--- config.mk ---
export PLATFORM = sky130hd
export DESIGN_NAME = uart_tx_fifo_drain
export DESIGN_NICKNAME = d
export VERILOG_FILES = /design/src/rtl/uart_tx_fifo_drain.sv
export SDC_FILE = /design/constraint.sdc
export NUM_CORES = 1
export LEC_CHECK = 0
export BUFFER_PORTS_ARGS = -buffer_cell sky130_fd_sc_hd__buf_2
export CAP_MARGIN = 20
export CORE_MARGIN = 2
export CORE_UTILIZATION = 41
export DETAILED_ROUTE_END_ITERATION = 6
export PLACE_DENSITY = 0.56
export SKIP_LAST_GASP = 1
export SLEW_MARGIN = 0
export SYNTH_ARGS = -nofsm -noshare
export SYNTH_HDL_FRONTEND = slang
export SYNTH_SLANG_ARGS = --single-unit
--- constraint.sdc ---
create_clock -name clk -period 3.2 [get_ports clk]
set_input_delay 0.16 -clock clk [delete_from_list [all_inputs] [get_ports clk]]
set_output_delay 0.16 -clock clk [all_outputs]
set_load 0.05 [all_outputs]
--- src/rtl/uart_tx_fifo_drain.sv ---
// uart_tx_fifo_drain: pops bytes from the console FIFO read port and
// serializes each one as a start/data/stop asynchronous frame on tx.
module uart_tx_fifo_drain #(
    parameter int WIDTH         = 8,
    parameter int CLKS_PER_BIT  = 868,
    parameter int STOP_BITS     = 1,
    parameter int FETCH_TIMEOUT = 4
) (
    input  logic             clk,
    input  logic             rst,
    input  logic             tx_enable,
    input  logic             fifo_empty,
    input  logic             fifo_out_valid,
    input  logic [WIDTH-1:0] fifo_output,
    output logic             fifo_read_en,
    output logic             tx,
    output logic             tx_busy,
    output logic             frame_done,
    output logic             fetch_err
);

    localparam int BW = (CLKS_PER_BIT > 1) ? $clog2(CLKS_PER_BIT) : 1;
    localparam int CW = (WIDTH > 0) ? $clog2(WIDTH + 1) : 1;
    localparam int TW = (FETCH_TIMEOUT > 1) ? $clog2(FETCH_TIMEOUT) : 1;

    localparam logic [BW-1:0] BAUD_LAST = BW'(CLKS_PER_BIT - 1);
    localparam logic [CW-1:0] DATA_LAST = CW'(WIDTH - 1);
    localparam logic [CW-1:0] STOP_LAST = CW'(STOP_BITS - 1);
    localparam logic [TW-1:0] WAIT_LAST = TW'(FETCH_TIMEOUT - 1);

    typedef enum logic [2:0] {
        S_IDLE  = 3'd0,
        S_REQ   = 3'd1,
        S_WAIT  = 3'd2,
        S_START = 3'd3,
        S_DATA  = 3'd4,
        S_STOP  = 3'd5
    } state_t;

    state_t             state;
    state_t             state_n;
    logic [BW-1:0]      baud_cnt;
    logic [BW-1:0]      baud_n;
    logic [CW-1:0]      bit_cnt;
    logic [CW-1:0]      bit_n;
    logic [TW-1:0]      wait_cnt;
    logic [TW-1:0]      wait_n;
    logic [WIDTH-1:0]   shift_reg;
    logic [WIDTH-1:0]   shift_n;
    logic               err_n;
    logic               baud_last;

    logic               tx_d;
    logic               read_en_d;
    logic               busy_d;
    logic               done_d;

    assign baud_last = (baud_cnt == BAUD_LAST);

    // State, datapath and registered outputs all share one synchronous reset.
    always_ff @(posedge clk) begin
        if (rst) begin
            state        <= S_IDLE;
            baud_cnt     <= '0;
            bit_cnt      <= '0;
            wait_cnt     <= '0;
            shift_reg    <= '0;
            fetch_err    <= 1'b0;
            tx           <= 1'b1;
            fifo_read_en <= 1'b0;
            tx_busy      <= 1'b0;
            frame_done   <= 1'b0;
        end else begin
            state        <= state_n;
            baud_cnt     <= baud_n;
            bit_cnt      <= bit_n;
            wait_cnt     <= wait_n;
            shift_reg    <= shift_n;
            fetch_err    <= err_n;
            tx           <= tx_d;
            fifo_read_en <= read_en_d;
            tx_busy      <= busy_d;
            frame_done   <= done_d;
        end
    end

    always_comb begin
        state_n = state;
        baud_n  = baud_cnt;
        bit_n   = bit_cnt;
        wait_n  = wait_cnt;
        shift_n = shift_reg;
        err_n   = fetch_err;
        unique case (state)
            S_IDLE: begin
                if (tx_enable && !fifo_empty) begin
                    state_n = S_REQ;
                end
            end
            S_REQ: begin
                wait_n  = '0;
                state_n = S_WAIT;
            end
            S_WAIT: begin
                if (fifo_out_valid) begin
                    shift_n = fifo_output;
                    baud_n  = '0;
                    state_n = S_START;
                end else if (wait_cnt == WAIT_LAST) begin
                    err_n   = 1'b1;
                    state_n = S_IDLE;
                end else begin
                    wait_n = wait_cnt + 1'b1;
                end
            end
            S_START: begin
                if (baud_last) begin
                    baud_n  = '0;
                    bit_n   = '0;
                    state_n = S_DATA;
                end else begin
                    baud_n = baud_cnt + 1'b1;
                end
            end
            S_DATA: begin
                if (baud_last) begin
                    baud_n  = '0;
                    shift_n = shift_reg >> 1;
                    if (bit_cnt == DATA_LAST) begin
                        bit_n   = '0;
                        state_n = S_STOP;
                    end else begin
                        bit_n = bit_cnt + 1'b1;
                    end
                end else begin
                    baud_n = baud_cnt + 1'b1;
                end
            end
            S_STOP: begin
                if (baud_last) begin
                    baud_n = '0;
                    if (bit_cnt == STOP_LAST) begin
                        bit_n   = '0;
                        state_n = S_IDLE;
                    end else begin
                        bit_n = bit_cnt + 1'b1;
                    end
                end else begin
                    baud_n = baud_cnt + 1'b1;
                end
            end
            default: begin
                state_n = S_IDLE;
                baud_n  = '0;
                bit_n   = '0;
            end
        endcase
    end

    // Outputs are decoded from the next state so the registers line up
    // with the state they describe.
    always_comb begin
        tx_d      = 1'b1;
        read_en_d = (state_n == S_REQ);
        busy_d    = (state_n != S_IDLE);
        done_d    = (state_n == S_STOP) && (baud_n == BAUD_LAST)
                    && (bit_n == STOP_LAST);
        unique case (state_n)
            S_START: tx_d = 1'b0;
            S_DATA:  tx_d = shift_n[0];
            default: tx_d = 1'b1;
        endcase
    end

endmodule

* Word-level counts from Yosys, hierarchy flattened
Cells that the tools add are included.
** Word-level totals
- Bits in registers :: 32
- Bits in latches :: 0
- Bits in writable memories :: 0
- Bits in read-only memories :: 0
- Input port bits :: 13
- Output and inout bits :: 5
- Logic and storage cells :: 73
- Memories kept :: 0
** Operators by class
- $add $sub $neg :: 3
- Multiply operators :: 0
- Div/mod/pow operators :: 0
- Order comparisons :: 0
- Equal/unequal tests :: 17
- Shift operators :: 0
- Multiplexer cells :: 25
- Bitwise gates (word level) :: 1
- Reductions and logical operators :: 16
** Operator list (number)
- 10-bit case mux with 3 select lines :: 1
- 3-bit 2-to-1 mux :: 8
- 10-bit == test (second input constant) :: 2
- 10-bit 2-to-1 mux :: 2
- 4-bit 2-to-1 mux :: 5
- 3-bit case mux with 6 select lines :: 1
- 8-bit 2-to-1 mux :: 2
- 4-bit case mux with 4 select lines :: 1
- 8-bit case mux with 2 select lines :: 1
- 3-bit == test (second input constant) :: 4
- 10-bit by 1-bit adder with 10-bit output (second input constant) :: 1
- 3-bit by 2-bit == test with 1-bit output (second input constant) :: 3
- 3-bit AND reduction :: 3
- 4-bit zero test :: 2
- 2-bit != test (second input constant) :: 4
- 3-bit by 1-bit == test with 1-bit output (second input constant) :: 2
- 3-bit OR reduction :: 2
- 4-bit by 1-bit adder with 4-bit output (second input constant) :: 1
- 4-bit by 3-bit == test with 1-bit output (second input constant) :: 1
- 2-bit 2-to-1 mux :: 2
- 2-bit case mux with 2 select lines :: 1
- 2-bit nonzero test :: 2
- 1-bit logical AND :: 3
- 3-bit zero test :: 1
- 7 further kinds :: 7

* Depth between registers and ports, before layout
- Depth after elaboration :: 7
- Depth in mapped cells :: 8
- Gate-level depth less buffers :: 8

* Least setup slack after synthesis
No wires, ideal clock.
- Path type :: reg2reg
- From :: register baud_cnt[0]
- To :: register frame_done
- Data arrival time :: 2.140 ns
- Required time :: 3.139 ns
- Slack :: 0.999 ns
- Stages on the path, launching flop included :: 8
- Path buffers :: 0
- Clock period less this slack :: 2.201 ns
- Cells stage by stage :: dfxtp_1 -> ha_1 -> and4b_2 -> nand3_4 -> o22a_1 -> or3_1 -> a2111oi_0 -> and4bb_1
** On the way
- Longest elaborated chain between the ends :: 6
- Elaborated cells between the ends (all ways) :: 18
** RTL lines
- start, declared :: line 42 : logic [BW-1:0] baud_cnt;
- start signal, assigned :: line 75 : baud_cnt <= baud_n;
- 10-bit by 1-bit adder with 10-bit output or 10-bit == test (tied branches)
- 10-bit 2-to-1 mux, or another cell as far along :: line 117, 126, 140
- 10-bit case mux with 3 select lines or 3-bit case mux with 6 select lines (tied branches) :: line 94 : unique case (state)
- 10-bit == test or 3-bit == test (tied branches) :: line 166 : done_d = (state_n == S_STOP) && (baud_n == BAUD_LAST)
- 1-bit logical AND :: line 166
- 1-bit logical AND (*) :: line 167 : && (bit_n == STOP_LAST);
- end signal, assigned :: line 83 : frame_done <= done_d;
- end, declared :: line 18 : output logic frame_done,
Mark *: on every way between the ends. The rest lies on a longest branch, timed or not.
A chain may end at the register's enable or synchronous reset.

* Final worst setup path
- From :: register baud_cnt[0]
- To :: register tx_busy
** On the way
- Longest elaborated chain between the ends :: 4
- Elaborated cells between the ends (all ways) :: 6
** RTL lines
- 10-bit == test (*) :: line 58 : assign baud_last = (baud_cnt == BAUD_LAST);
- 3-bit 2-to-1 mux (on tied branches) :: line 140, 117, 126
- 3-bit case mux with 6 select lines (*) :: line 94
- 3-bit nonzero test (*) :: line 165 : busy_d = (state_n != S_IDLE);
- end signal, assigned :: line 82 : tx_busy <= busy_d;
- end, declared :: line 17 : output logic tx_busy,
Marks and branches as above.

==> metrics.yaml <==
clk_path_buf_depth: 2
start_util_pct: 42.7
io-pin-count: 18
vias: 1679
area_growth_pct: 9.01
setup_viol: 0
synth-seq-area-share_pct: 34.4
largest_reg_flops: 10
fin_setup_tns_ns: 0
synth_cell_types: 54
cts_resized: 0
critical_path_class: "reg2reg"
yosysTopAreaCell: "dfxtp_1"
cts_tree: "built"
path_cells: "ha_1 -> and4b_2 -> and3_1 -> mux2i_1 -> a2bb2oi_2 -> nor2_1 -> or3_1"
avgSynthCellArea_um2: 8.09
drtIter0Drc: 116
num_rows: 24
wl_per_cell_um: 14.9
drc: 0
overflow: 0
powerDensity_nw_per_um2: 394
crit_required_ns: 3.37
startpoint_type: "register"
mostFrequentLayoutCells: "dfxtp_1, a21oi_1, nor2_1"
synth_area_um2: 1860
fin_total_pwr_uw: 798
postCtsHoldBufs: 0
die_w_um: 71.4
cts_buffers: 5
finalHoldViolations: 0
relSlewSlack_pct: 65.8
drt-total-wl_um: 4350
status: "completed"
gp_congestion: 0.914
syn_inst: 230
tightestPinTransition_ns: 0.513
clock_skew_ns: 0.00556
fin_crit_sh_pct: 79.9
h-tree-depth: 2
synth_edf_count: 0
path_max_fanout: 9
ys_seq_elements: 32
max_freq_mhz: 391
cts_root_buf: "clkbuf_8"
end_kind: "register"
fp.coreArea_um2: 4350
leakage_uw: 0.000751
fin_util_pct: 46.6
cts.sinks: 32
placed_area_um2: 1940
synth.top_cell.area_share_pct: 34.4
diodes: 0
rsz0062_at_grt: "no"
design.die.area_um2: 5090
maxSlewViolCount: 0
firstDrtPassIters: 4
synth_area_leaders: "dfxtp_1, a21oi_1, nor2_1"
drive_gt1_share_pct: 13.7
dp_hpwl_um: 3140
grt_pass1_wl_um: 7570
nets: 257
die_h_um: 71.4
vias_per_cell: 5.73
final_common_cell: "dfxtp_1"
period_minus_slack_ns: 2.56
grt_max_degree: 17
holdCritPathClass: "in2reg"
async_reset_ff_share_pct: 0
yosysWarnings: 0
ant_nets: 0
max_stage_delay_ns: 0.43
stdcell_area_um2: 2030
grt_pass1_vias: 1603
cap_violations: 0
clkTransAtPathRegs_ns: 0.07
hold_slack_ns: 0.109
portBuffers: 17
ys.flop_type: "dfxtp_1"
cts_setup_buffers: 0
synth_nets: 247
gr-usage-all-layers_pct: 18.7
cp.arrival_ns: 2.72
worst_skew_pair.late_latency_ns: 0.29
grt_antenna_before_repair: 0
ir_drop_uv: 182
slowest_stage: "dfxtp_1"
## report_power, final
| part | leakage [µW] | total (µW) | internal (µW) | switching, µW |
|---|---|---|---|---|
| logic | 0.000447 | 61.6 | 21.9 | 39.7 |
| clock network | 0.0000455 | 322 | 175 | 147 |
| registers | 0.000259 | 414 | 406 | 8.54 |
| total | 0.000751 | 798 | 603 | 195 |
## cells by family (layout without fill, tap and decap cells)
logic type,Yosys count,after routing,share of synthesized area [%]
AO/OA/AOI/OAI,69,69,24.8
XOR/XNOR,1,1,0.471
adder cells (fa/ha/maj),4,4,2.69
buffers and inverters,22,33,5.51
flip-flops,32,32,34.4
multiplexers,3,3,1.61
AND/OR/NAND/NOR,99,99,30.5
## final timing paths
path                        from            to  slack (ns)  cells past startpoint
setup / recovery     baud_cnt[0]       tx_busy        0.64                      7
hold / removal    fifo_output[7]  shift_reg[7]        0.11                      3
setup reg to reg     baud_cnt[0]       tx_busy        0.64                      7
hold reg to reg     shift_reg[4]  shift_reg[4]        0.46                      2
## cell type report
cell class	count	area, µm²
clock buffers	8	90.1
fillers	451	2330
inverters	8	30.0
multi-input cells	176	1120
flip-flops and latches	32	641
well taps	52	65.1
repair buffers	17	85.1
## worst max-delay path: cells and delay by family, from the launching register on
family,cells,cell delay [ns]
DFF,1,0.43
and+or+nand+nor,4,1.16
adders and majority gates,1,0.32
AOI/OAI and AO/OA,1,0.23
muxes,1,0.29
## stage by stage
step,cells,setup WS [ns]
detailed placement,285,0.694
floorplan,230,0.999
CTS,293,0.660
finish,293,0.644
global placement,285,0.768
global route,293,0.441
## Yosys cell counts, types with 2 or more instances
master	instances
a22o_1	2
clkbuf_1	8
a21o_1	3
o31ai_1	2
and2_1	5
nand2_1	20
or3_1	3
nor3_1	6
mux2i_1	3
and3_1	4
nand3b_1	3
o32ai_1	2
a2111oi_0	2
dfxtp_1	32
o21ai_0	8
ha_1	4
inv_1	8
and4_1	2
a21oi_1	23
nor2b_1	2
nand3_1	10
nor2_1	22
nor4_1	3
buf_6	2
nand2b_1	2
buf_2	4
a22oi_1	7
nor3b_1	5
nand4_1	3
a31oi_1	6
## layer usage
| metal | up-vias | wire [µm] | GRT usage (%) |
|---|---|---|---|
| met5 | - | 0 | 0 |
| met4 | 0 | 38 | 6.29 |
| met3 | 4 | 185 | 5.77 |
| met2 | 33 | 2080 | 30.0 |
| met1 | 771 | 2050 | 23.9 |
| li1 | 871 | - | - |
Power figures use the tool's default switching activity.
